[config.mk]
export PLATFORM = sky130hd
export DESIGN_NAME = mips_stage_sequencer_flat
export DESIGN_NICKNAME = d
export VERILOG_FILES = /design/src/rtl/mips_stage_sequencer_if.sv /design/src/rtl/mips_stage_sequencer.sv /design/src/flat_wrapper.sv
export SDC_FILE = /design/constraint.sdc
export NUM_CORES = 1
export LEC_CHECK = 0
export CORE_MARGIN = 5
export CORE_UTILIZATION = 33
export DETAILED_ROUTE_END_ITERATION = 12
export PLACE_DENSITY_LB_ADDON = 0.2
export SLEW_MARGIN = 30
export SYNTH_ARGS = -nofsm -noshare
export SYNTH_HDL_FRONTEND = slang
export SYNTH_SLANG_ARGS = --single-unit
[constraint.sdc]
create_clock -name clock -period 2.21 [get_ports clock]
set_input_delay 0.442 -clock clock [delete_from_list [all_inputs] [get_ports clock]]
set_output_delay 0.442 -clock clock [all_outputs]
set_load 0.02 [all_outputs]
[src/rtl/mips_stage_sequencer_if.sv]
// Handshake/status bundle between the instruction front end and the
// mips_stage_sequencer. The master side (front end / bench) drives start,
// opcode and stall; the slave side (sequencer) drives state, stage enables,
// pulses and the performance counters.
interface mips_stage_sequencer_if #(
    parameter int CNT_W = 32,
    parameter int OP_W  = 6
) ();
    logic             start;
    logic [OP_W-1:0]  opcode;
    logic             stall;
    logic [2:0]       state;
    logic [4:0]       stage_en;
    logic             busy;
    logic             instr_done;
    logic             illegal;
    logic [CNT_W-1:0] cycle_count;
    logic [CNT_W-1:0] instr_count;

    modport master (
        output start, opcode, stall,
        input  state, stage_en, busy, instr_done, illegal, cycle_count, instr_count
    );

    modport slave (
        input  start, opcode, stall,
        output state, stage_en, busy, instr_done, illegal, cycle_count, instr_count
    );
endinterface

[src/rtl/mips_stage_sequencer.sv]
// Opcode-aware multicycle stage sequencer for the MIPS core.
// Walks each instruction through only the stages its class needs, holds in
// FETCH/MEMORY on memory stalls and flags illegal opcodes in DECODE.
// Optional feature macro: SEQ_PERF_COUNTERS_EN builds the cycle/instruction
// counters; without it both counter outputs are constant zero.
//
// state     | code | meaning
// ----------+------+-----------------------------------------------
// FETCH     |  0   | instruction fetch, holds while stall=1
// DECODE    |  1   | opcode decoded, class latched on exit
// EXECUTE   |  2   | ALU / branch resolve
// MEMORY    |  3   | data memory access, holds while stall=1
// WRITEBACK |  4   | register file write
// IDLE      |  7   | no instruction in flight
module mips_stage_sequencer #(
    parameter int CNT_W = 32,
    parameter int OP_W  = 6
) (
    input logic                    clock,
    input logic                    reset,
    mips_stage_sequencer_if.slave  bus
);

    localparam logic [2:0] S_FETCH     = 3'd0;
    localparam logic [2:0] S_DECODE    = 3'd1;
    localparam logic [2:0] S_EXECUTE   = 3'd2;
    localparam logic [2:0] S_MEMORY    = 3'd3;
    localparam logic [2:0] S_WRITEBACK = 3'd4;
    localparam logic [2:0] S_IDLE      = 3'd7;

    // addi shares the R-type path, so it shares the class code.
    localparam logic [2:0] C_RTYPE = 3'd0;
    localparam logic [2:0] C_LW    = 3'd1;
    localparam logic [2:0] C_SW    = 3'd2;
    localparam logic [2:0] C_BEQ   = 3'd3;
    localparam logic [2:0] C_J     = 3'd4;

    logic [2:0]      r_state;
    logic [2:0]      r_class;
    logic [2:0]      w_next_state;
    logic [2:0]      w_dec_class;
    logic            w_dec_legal;
    logic [OP_W-1:0] w_op_hi_bits;
    logic            w_op_upper;
    logic [5:0]      w_op_lo;
    logic            w_done_raw;
    logic            w_instr_done;
    logic            w_illegal;
    logic            w_busy;
    logic [4:0]      w_stage_en;

    assign w_op_hi_bits = bus.opcode >> 6;
    assign w_op_upper   = |w_op_hi_bits;
    assign w_op_lo      = bus.opcode[5:0];

    // Class decode of the live opcode; any upper opcode bit makes it illegal.
    always_comb begin
        w_dec_class = C_RTYPE;
        w_dec_legal = 1'b1;
        case (w_op_lo)
            6'h00:   w_dec_class = C_RTYPE;
            6'h08:   w_dec_class = C_RTYPE;
            6'h23:   w_dec_class = C_LW;
            6'h2B:   w_dec_class = C_SW;
            6'h04:   w_dec_class = C_BEQ;
            6'h02:   w_dec_class = C_J;
            default: w_dec_legal = 1'b0;
        endcase
        if (w_op_upper) begin
            w_dec_legal = 1'b0;
        end
    end

    // State register.
    always_ff @(posedge clock) begin
        if (reset) begin
            r_state <= S_IDLE;
        end else begin
            r_state <= w_next_state;
        end
    end

    // Latch the decoded class when leaving DECODE; later stages never see the live opcode.
    always_ff @(posedge clock) begin
        if (reset) begin
            r_class <= C_RTYPE;
        end else if (r_state == S_DECODE && w_dec_legal) begin
            r_class <= w_dec_class;
        end
    end

    // Next-state logic: skip unused stages, hold on stall in FETCH/MEMORY.
    always_comb begin
        w_next_state = S_IDLE;
        case (r_state)
            S_IDLE: begin
                w_next_state = bus.start ? S_FETCH : S_IDLE;
            end
            S_FETCH: begin
                w_next_state = bus.stall ? S_FETCH : S_DECODE;
            end
            S_DECODE: begin
                if (!w_dec_legal || w_dec_class == C_J) begin
                    w_next_state = bus.start ? S_FETCH : S_IDLE;
                end else begin
                    w_next_state = S_EXECUTE;
                end
            end
            S_EXECUTE: begin
                case (r_class)
                    C_BEQ:       w_next_state = bus.start ? S_FETCH : S_IDLE;
                    C_LW, C_SW:  w_next_state = S_MEMORY;
                    default:     w_next_state = S_WRITEBACK;
                endcase
            end
            S_MEMORY: begin
                if (bus.stall) begin
                    w_next_state = S_MEMORY;
                end else if (r_class == C_SW) begin
                    w_next_state = bus.start ? S_FETCH : S_IDLE;
                end else begin
                    w_next_state = S_WRITEBACK;
                end
            end
            S_WRITEBACK: begin
                w_next_state = bus.start ? S_FETCH : S_IDLE;
            end
            default: begin
                w_next_state = S_IDLE;
            end
        endcase
    end

    // Output decode: enables from state only, pulses from state/class/opcode/stall.
    always_comb begin
        w_stage_en = 5'b00000;
        w_busy     = (r_state != S_IDLE);
        w_done_raw = 1'b0;
        w_illegal  = 1'b0;
        case (r_state)
            S_FETCH:     w_stage_en = 5'b00001;
            S_DECODE:    w_stage_en = 5'b00010;
            S_EXECUTE:   w_stage_en = 5'b00100;
            S_MEMORY:    w_stage_en = 5'b01000;
            S_WRITEBACK: w_stage_en = 5'b10000;
            default:     w_stage_en = 5'b00000;
        endcase
        case (r_state)
            S_DECODE: begin
                w_done_raw = w_dec_legal && (w_dec_class == C_J);
                w_illegal  = !w_dec_legal;
            end
            S_EXECUTE:   w_done_raw = (r_class == C_BEQ);
            S_MEMORY:    w_done_raw = !bus.stall && (r_class == C_SW);
            S_WRITEBACK: w_done_raw = 1'b1;
            default:     w_done_raw = 1'b0;
        endcase
        // A cycle that is being reset retires nothing and flags nothing.
        if (reset) begin
            w_done_raw = 1'b0;
            w_illegal  = 1'b0;
        end
        w_instr_done = w_done_raw;
    end

    assign bus.state      = r_state;
    assign bus.stage_en   = w_stage_en;
    assign bus.busy       = w_busy;
    assign bus.instr_done = w_instr_done;
    assign bus.illegal    = w_illegal;

`ifdef SEQ_PERF_COUNTERS_EN
    logic [CNT_W-1:0] r_cycle_cnt;
    logic [CNT_W-1:0] r_instr_cnt;

    // Busy-cycle and retired-instruction counters, wrapping naturally.
    always_ff @(posedge clock) begin
        if (reset) begin
            r_cycle_cnt <= '0;
            r_instr_cnt <= '0;
        end else begin
            if (w_busy) begin
                r_cycle_cnt <= r_cycle_cnt + CNT_W'(1);
            end
            if (w_instr_done) begin
                r_instr_cnt <= r_instr_cnt + CNT_W'(1);
            end
        end
    end

    assign bus.cycle_count = r_cycle_cnt;
    assign bus.instr_count = r_instr_cnt;
`else
    assign bus.cycle_count = {CNT_W{1'b0}};
    assign bus.instr_count = {CNT_W{1'b0}};
`endif

endmodule

[src/flat_wrapper.sv]
// flat-port wrapper written by rule: the top's interface ports become plain ports
module mips_stage_sequencer_flat 
#(
    parameter int CNT_W = 32,
    parameter int OP_W  = 6
)
  (clock, reset, bus_start, bus_opcode, bus_stall, bus_state, bus_stage_en, bus_busy, bus_instr_done, bus_illegal, bus_cycle_count, bus_instr_count);
  mips_stage_sequencer_if #(.CNT_W(CNT_W), .OP_W(OP_W)) bus_i ();
  input logic clock;
  input logic reset;
  input wire logic [$bits(bus_i.start)-1:0] bus_start;
  input wire logic [$bits(bus_i.opcode)-1:0] bus_opcode;
  input wire logic [$bits(bus_i.stall)-1:0] bus_stall;
  output wire logic [$bits(bus_i.state)-1:0] bus_state;
  output wire logic [$bits(bus_i.stage_en)-1:0] bus_stage_en;
  output wire logic [$bits(bus_i.busy)-1:0] bus_busy;
  output wire logic [$bits(bus_i.instr_done)-1:0] bus_instr_done;
  output wire logic [$bits(bus_i.illegal)-1:0] bus_illegal;
  output wire logic [$bits(bus_i.cycle_count)-1:0] bus_cycle_count;
  output wire logic [$bits(bus_i.instr_count)-1:0] bus_instr_count;
  assign bus_i.start = bus_start;
  assign bus_i.opcode = bus_opcode;
  assign bus_i.stall = bus_stall;
  assign bus_state = bus_i.state;
  assign bus_stage_en = bus_i.stage_en;
  assign bus_busy = bus_i.busy;
  assign bus_instr_done = bus_i.instr_done;
  assign bus_illegal = bus_i.illegal;
  assign bus_cycle_count = bus_i.cycle_count;
  assign bus_instr_count = bus_i.instr_count;
  mips_stage_sequencer #(.CNT_W(CNT_W), .OP_W(OP_W)) u_core (.clock(clock), .reset(reset), .bus(bus_i));
endmodule
# Word level (Yosys, flattened, before mapping)
# Cells that the tools add are included.
[classes] reduce_logical=11 mux=14 n_eq_ne=15
[op_table] operator="$pmux 5 s5" n=1
[op_table] operator="$pmux 3 s5" n=1
[op_table] operator="$eq 3x2->1 const B" n=4
[op_table] operator="$eq 6x6->1 const B" n=2
[op_table] operator="$mux 3" n=4
[op_table] operator="$pmux 3 s4" n=1
[op_table] operator="$eq 3x3->1 const B" n=3
[op_table] operator="$eq 3x1->1 const B" n=2
[op_table] operator="$eq 6x2->1 const B" n=1
[op_table] operator="$eq 6x3->1 const B" n=1
[op_table] operator="$eq 6x4->1 const B" n=1
[op_table] operator="$logic_not 6->1" n=1
[op_table] operator="$pmux 3 s2" n=1
[op_table] operator="$reduce_or 6->1" n=1
[op_table] operator="$mux 1" n=5
[op_table] operator="$pmux 1 s4" n=1
[op_table] operator="$reduce_or 2->1" n=2
[op_table] operator="$logic_and 1x1->1" n=3
[op_table] operator="$logic_not 3->1" n=1
[op_table] operator="$ne 3x3->1 const B" n=1
[op_table] operator="$logic_not 1->1" n=2
[op_table] operator="$logic_or 1x1->1" n=1
[totals] regBits=6 inputBits=10 output_inout_bits=75 elab_cells=42

# Logic depth before layout (Yosys ltp)
# Gate-level depths: netlist of the first run.
[depth] word_depth=7 depth_mapped=5 depth_no_buf=4

# Worst setup path after synthesis of the first run
# No wires, ideal clock.
[synth_timing] path_kind="register -> output" start="register u_core.r_state[0] (netlist: u_core.bus.state[0])" end="output bus_instr_done" path_stages_with_launch=6 setup_slack_ns=-0.250 arrival_time_ns=2.018 n_path_buf=1 path_cell_list="dfxtp_1 buf_4 or3b_2 inv_1 nand3_1 a211oi_1"
[synth_between] elab_chain_len=3 elab_cells_between_ends=6 classes_between="eq/ne (4); mux (2)"
[synth_rtl] item="start, declared" line_no="mips_stage_sequencer.sv:38" source="logic [2:0] r_state;"
[synth_rtl] item="start signal, assigned" line_no="mips_stage_sequencer.sv:79" source="r_state <= w_next_state;"
[synth_rtl] item="$eq 3x3->1, or another cell as far along" line_no="mips_stage_sequencer.sv:148" source="case (r_state)"
[synth_rtl] item="$pmux 1 s4 *" line_no="mips_stage_sequencer.sv:148"
[synth_rtl] item="$mux 1 *" line_no="mips_stage_sequencer.sv:159" source="if (reset) begin"
[synth_rtl] item="end, declared" line_no="flat_wrapper.sv:17" source="output wire logic [$bits(bus_i.instr_done)-1:0] bus_instr_done;"
# Mark *: on every way between the ends. The rest lies on a longest branch, timed or not.

# Worst setup path after layout of the first run
[layout_timing] start="input bus_opcode[3]" end="output bus_instr_done"
[layout_between] elab_chain_len=6 elab_cells_between_ends=13 classes_between="eq/ne (6); mux (4); reduce/logical (3)"
[layout_rtl] item="start, declared" line_no="flat_wrapper.sv:12" source="input wire logic [$bits(bus_i.opcode)-1:0] bus_opcode;"
[layout_rtl] item="$eq 6x2->1, or another cell as far along" line_no="mips_stage_sequencer.sv:60" source="case (w_op_lo)"
[layout_rtl] item="$pmux 3 s4 or $reduce_or 6->1 (tied branches)"
[layout_rtl] item="$eq 3x3->1 or $mux 1 (tied branches)" line_no="mips_stage_sequencer.sv:150, mips_stage_sequencer.sv:60"
[layout_rtl] item="$logic_and 1x1->1 *" line_no="mips_stage_sequencer.sv:150" source="w_done_raw = w_dec_legal && (w_dec_class == C_J);"
[layout_rtl] item="$pmux 1 s4 *" line_no="mips_stage_sequencer.sv:148"
[layout_rtl] item="$mux 1 *" line_no="mips_stage_sequencer.sv:159"
# Marked as above.

==> metrics, run 1 <==
CTS root buf=clkbuf_4; largest net degree at the start of global routing=11; row cnt=20; antenna violations before repair=0; Seq/Total Area, Yosys=0.1136; HPWL Detailed=1995 microns; final core utilization=0.4352; Metal-1 WL=839 microns; DRT iter0 DRCs=19; Reg power frac=0.219; pwr/cell area=420.5 nW/um^2; top cells by area, synth=buf_4 (46%), dfxtp_1 (11%), a2111oi_4 (2.6%), nor2_1 (2.5%), nor4b_4 (2.2%); mapped cell area=1057 sq um; DIE HEIGHT=66.60 microns; CTS tree=done; Clk pwr share=0.177; Synth top area share=0.4615; Starting Density=0.3463; Reg-to-Reg Start=u_core.bus.state[1]$_SDFF_PP1_; ANT nets after route=0; Critical Path RT=1.77 ns; Max VDD drop=265.5 uV; Hold Buf Count CTS=0; Hold Slack=0.5047 ns; H-tree depth=1; Hold Crit Start=u_core.r_class[2]$_SDFFE_PP0P_; Die X=66.60 microns; critical path capture point type=primary output; fin worst setup slack=-0.006820 ns; crit path max fanout=3; io pins=85; Final Setup Violations=1; die footprint=4436 sq um; Mapped Cells=132; switching share of power=0.4610; Sink Count=6; core area=3053 sq um; Non-Filler Instances=225; P_sw=0.0002575 W; total grt overflow=0; layout cells sized above 1=0.2928; Yosys reg bits=6; max-slew violations=0; Worst setup SP type=primary input; Avg Cell Area, Syn=8.010 sq um; Slowest-stage cell, CP=a2111oi_4; status=complete, but fails checks; highest metal used=met3; Critical path origin=bus_opcode[3]; post-layout minimum cycle time=2.217 ns; routed wl met3=264 microns; MaxCap Viol Count=0; combinational power share=0.604; HP Class=flip-flop to flip-flop; nets@finish=193; cells along the critical path=clkdlybuf4s15_2, a2111oi_4, o31a_2, nand3_2, a211oi_4, buf_6; placed insts=217; crit path kind=primary input to primary output; vias in the first global route=842; antenna cells=0; first-pass GRT wire length=3574 microns; Internal Dissipation=0.0003012 W; area grow syn2layout=25.68%; vias per cell=3.787; Hold Fails Final Rpt=0; f_max=451.1 MHz; Reg clk slew, reported paths=0.05 ns; GRT Total Usage=0.1022; Ys Warns=0; Remaining DRCs=0; library cells used by synthesis=41; gp weighted congestion=0.8406; period utilisation layout=1.003; TritonRoute pass-1 iters=4; Port Buffer Count=20; TritonCTS buffer count=3; clk_lat worst skew=0.24 ns; Power Total=0.0005587 W; LEAKAGE=0.6950 nW; WP data arrival=1.77 ns; drt wl/cell=10.33 microns; RSZ-0062 raised after global routing=yes; failing checks=negative setup slack; clk buf depth=2; Synth area leader=buf_4; final clock skew=0.006349 ns; Via Count=852; CP peak stage delay=0.38 ns; DRT Wirelength=2325 microns; met2 routed WL=1221 microns
metal layers:
layer	up-vias	track usage
met2	48	0.1906
met4	0	0.01523
met1	381	0.1101
met3	0	0.03879
li1	423	-
met5	-	0
cells in the final DEF, fill, tap and decap left out, drive strengths merged, types with 2 or more instances in the layout:
master,netlist,routed
a211o,2,2
a21oi,3,3
and2,3,3
buf,66,35
clkbuf,1,3
clkdlybuf4s15,0,2
clkdlybuf4s50,0,7
conb,1,64
dfxtp,6,6
dlygate4sd2,0,4
dlymetal6s2s,0,2
inv,4,4
mux2i,2,2
nand2,4,4
nor2,7,7
nor2b,2,2
nor3,3,3
nor4b,2,2
o21a,2,2
o21bai,2,2
o31ai,2,2
or4b,2,2
synthesized netlist by cell type:
cell,instances
o31ai_2,1
conb_1,1
a211o_1,2
nand2_1,4
a311o_1,1
or4b_1,2
and4b_1,1
nor4_2,1
a221o_1,1
a22oi_1,1
a211oi_1,1
or3b_2,1
or3_1,1
a2111o_1,1
o31ai_1,1
nor4b_4,1
a21oi_2,1
clkbuf_2,1
buf_4,65
o21bai_1,2
nor3_2,1
o21ai_0,1
and3_1,1
a2111oi_4,1
and2_1,3
nor2_1,7
a41oi_1,1
nor4b_1,1
o21a_1,2
mux2i_1,2
dfxtp_1,6
nor2b_1,2
buf_2,1
a21o_1,1
inv_1,4
a21oi_1,2
nand3_1,1
nor3_1,2
o31a_2,1
nand4b_1,1
nand2b_1,1
worst paths after layout:
| path | to | slack [ns] | cells after the start |
|---|---|---|---|
| worst max-delay path | bus_instr_done | -0.007 | 6 |
| worst min register to register | u_core.r_class[2]$_SDFFE_PP0P_ | 0.50 | 2 |
| worst max register to register | u_core.bus.state[1]$_SDFF_PP1_ | 0.54 | 6 |
| worst min-delay path | u_core.r_class[2]$_SDFFE_PP0P_ | 0.50 | 2 |
final cells by class:
| cell class | count | area, sq um |
|---|---|---|
| clock buffer | 3 | 22.52 |
| sequential | 6 | 121.4 |
| tap | 44 | 55.05 |
| inverter | 4 | 15.01 |
| fill | 310 | 1724 |
| multi-input combinational | 118 | 695.7 |
| timing repair buffer | 50 | 419.2 |
critical path: cells and delay by family:
kind | cells | cell delay [ns]
AND/OR/NAND/NOR | 1 | 0.11
AO/OA/AOI/OAI | 3 | 0.86
buffers and inverters | 2 | 0.37
sequential cells by signal (all words and copies together), names as in the netlist:
signal	count
u_core.bus.state	3
u_core.r_class	3
per-stage QoR:
| step | area (sq um) | worst slack (ns) | TNS, ns |
|---|---|---|---|
| 3_5_place_dp | 1252 | -0.8007 | -1.548 |
| 2_1_floorplan | 1308 | 0.06585 | 0 |
| 6_report | 1329 | -0.006820 | -0.006820 |
| 4_1_cts | 1324 | -0.03705 | -0.03705 |
| 3_3_place_gp | 1252 | -0.7905 | -1.549 |
| 5_1_grt | 1329 | -0.09086 | -0.09086 |
timing repair:
item	CTS	global route
buffers inserted	6	0
endpoints found under the setup margin	5	4
gates resized for setup	38	3
cloned	0	0
pin swaps	6	3
power by group through the flow:
stage | clock [W] | combinational, W | sequential (W)
global route | 0.000110 | 0.000364 | 0.000124
detailed placement | 0 | 0.000335 | 0.000125
global placement | 0 | 0.000335 | 0.000124
finish | 0.0000989 | 0.000337 | 0.000123
CTS | 0.000102 | 0.000334 | 0.000123
floorplan | 0 | 0.000278 | 0.000142
cell families (layout without fill, tap and decap cells):
| logic type | Yosys count | after routing | synth area share |
|---|---|---|---|
| buf+inv | 71 | 57 | 0.4852 |
| compound gates | 21 | 21 | 0.1811 |
| other cells | 1 | 64 | 0.003547 |
| flops | 6 | 6 | 0.1136 |
| simple gates | 31 | 31 | 0.1976 |
| mux | 2 | 2 | 0.01894 |
Note: power is estimated with default switching activity, not from simulation.
==> run 2, diff against run 1 <==
Settings changed: CORE_UTILIZATION 33 to 36.
Clock period 2.21 ns to 2.6 ns, I/O delays scaled along.
==> run 2 against run 1 <==
The run now ends clean. Cell count down 12%. Critical path depth unchanged. Count of clock-buffer cells in the layout unchanged. Sequential power down 14%. Die area down 7.1%. Largest power group unchanged. Design area down 9.9%.
==> metrics, run 2 (synthesis gave the netlist of run 1 again) <==
pwr/cell area=383.8 nW/um^2; nets@finish=180; vias in the first global route=738; CTS root buf=clkbuf_4; Final Setup Violations=0; CP peak stage delay=0.55 ns; Remaining DRCs=0; Top delay family on crit path=simple AND/OR/NAND/NOR gates; H-tree depth=1; Clk pwr share=0.188; Hold Buf Count CTS=0; worst reg-to-reg path cell count=5; vias per cell=4.106; placed insts=195; period utilisation layout=0.9613; Die X=64.19 microns; Placement Cell Area=1155 sq um; Hold Fails Final Rpt=0; antenna violations before repair=0; post-layout minimum cycle time=2.499 ns; drt wl/cell=10.88 microns; area grow syn2layout=13.25%; Layout fillers=316; most common cell after layout, fill and taps aside=conb_1; Hold Crit Start=u_core.r_class[2]$_SDFFE_PP0P_; Slowest-stage cell, CP=or4b_4; Critical Path RT=2.08 ns; Worst setup SP type=primary input; clk buf depth=2; f_max=400.1 MHz; largest net degree at the start of global routing=14; most frequent cells in the layout=conb_1 (64), buf_4 (18), clkdlybuf4s50_1 (13), nor2_1 (7), dfxtp_1 (6); r2r setup slk=0.98 ns; area of the multi-input gates=680.7 sq um; io pins=85; layout cells sized above 1=0.1964; gp weighted congestion=0.7893; Critical R2R Capture=u_core.r_class[0]$_SDFFE_PP0P_; Max VDD drop=213.7 uV; fin area=1197 sq um; switching share of power=0.4682; ANT nets after route=0; HP Class=flip-flop to flip-flop; RSZ-0062 raised after global routing=no; max-slew violations=0; final core utilization=0.4305; TritonCTS buffer count=3; Reg-to-Reg Start=u_core.bus.state[1]$_SDFF_PP1_; Reg power frac=0.231; clk_lat worst skew=0.24 ns; Power Total=0.0004595 W; combinational power share=0.581; DRT iter0 DRCs=27; Sink Count=6; Port Buffer Count=20; DRT Wirelength=2166 microns; WP buf/inv=2; LEAKAGE=0.5811 nW; P_sw=0.0002151 W; DIE HEIGHT=64.19 microns; Non-Filler Instances=199; Starting Density=0.3801; cells along the critical path=dlygate4sd2_1, or4b_4, nor3_4, nand3_2, a211oi_2, buf_4; Hold EP=u_core.r_class[2]$_SDFFE_PP0P_; MaxCap Viol Count=0; TritonRoute pass-1 iters=4; final clock skew=0.003546 ns; critical path capture point type=primary output; crit path max fanout=2; Reg clk slew, reported paths=0.05 ns; CTS tree=done; first-pass GRT wire length=3236 microns; core area=2781 sq um; status=completed; antenna cells=0; GRT Total Usage=0.09604; crit path kind=primary input to primary output; die footprint=4120 sq um; row cnt=19; Internal Dissipation=0.0002444 W; total grt overflow=0; Reg area=120.1 sq um; Via Count=817; WP data arrival=1.98 ns; HPWL Detailed=1861 microns; hold path cells=2
run 2: changes by cell type in the layout (fill, tap and decap cells not counted), sizes merged:
| cell | before | now |
|---|---|---|
| buf | 35 | 18 |
| clkdlybuf4s15 | 2 | 1 |
| clkdlybuf4s50 | 7 | 13 |
| dlygate4sd2 | 4 | 5 |
| dlymetal6s2s | 2 | 0 |
run 2: layout make-up:
cell class | instances | share of cell area
Clock buffer | 3 | 0.01881
Tap cell | 31 | 0.03239
Multi-Input combinational cell | 118 | 0.5684
Timing Repair Buffer | 37 | 0.2675
Sequential cell | 6 | 0.1003
Inverter | 4 | 0.01254
run 2: power groups by stage:
stage                     combinational (W)   clock, W  sequential, W
after detailed placement           0.000264          0       0.000108
final                              0.000267  0.0000865       0.000106
after global routing               0.000287  0.0000985       0.000107
after global placement             0.000264          0       0.000108
after floorplan                    0.000234          0       0.000120
after CTS                          0.000265  0.0000917       0.000106
run 2: worst max-delay path by stage:
stage,start,end,cells after the start
2_1_floorplan,u_core.bus.state[0]$_SDFF_PP1_,bus_instr_done,5
3_3_place_gp,bus_opcode[5],bus_instr_done,7
3_5_place_dp,bus_opcode[5],bus_instr_done,7
4_1_cts,bus_opcode[2],bus_instr_done,6
5_1_grt,bus_opcode[2],bus_instr_done,6
6_report,bus_opcode[2],bus_instr_done,6
run 2: through the flow:
stage / setup TNS (ns) / worst slack, ns / hold slack (ns)
3_3_place_gp: -0.9740 / -0.5766 / 0.4815
5_1_grt: 0 / 0.01138 / 0.5213
6_report: 0 / 0.1007 / 0.5015
2_1_floorplan: 0 / 0.06234 / 0.4533
4_1_cts: 0 / 0.09073 / 0.5013
3_5_place_dp: -1.057 / -0.5970 / 0.4909
run 2: what timing repair did:
action | in CTS | in global routing
resized for setup | 19 | 0
setup buffers | 1 | 0
endpoints found under the setup margin | 2 | 0
run 2: worst min-delay path, cell delays in order (launching register included):
cell and delay, ns:
dfxtp_1 0.33, nand2_1 0.07, a21oi_1 0.06
run 2: per-layer routing:
layer  up-vias  wire length (microns)  global-route usage
met4         0                      0             0.05344
met5         -                      0                   0
li1        399                      -                   -
met3         0                    225             0.02102
met2        54                   1052              0.1570
met1       364                    887              0.1155
==> run 3, diff against run 2 <==
Settings changed: HOLD_SLACK_MARGIN set to 0.02.
==> results of run 3 <==
Final layout, timing and power as in run 2 (identical DEF).
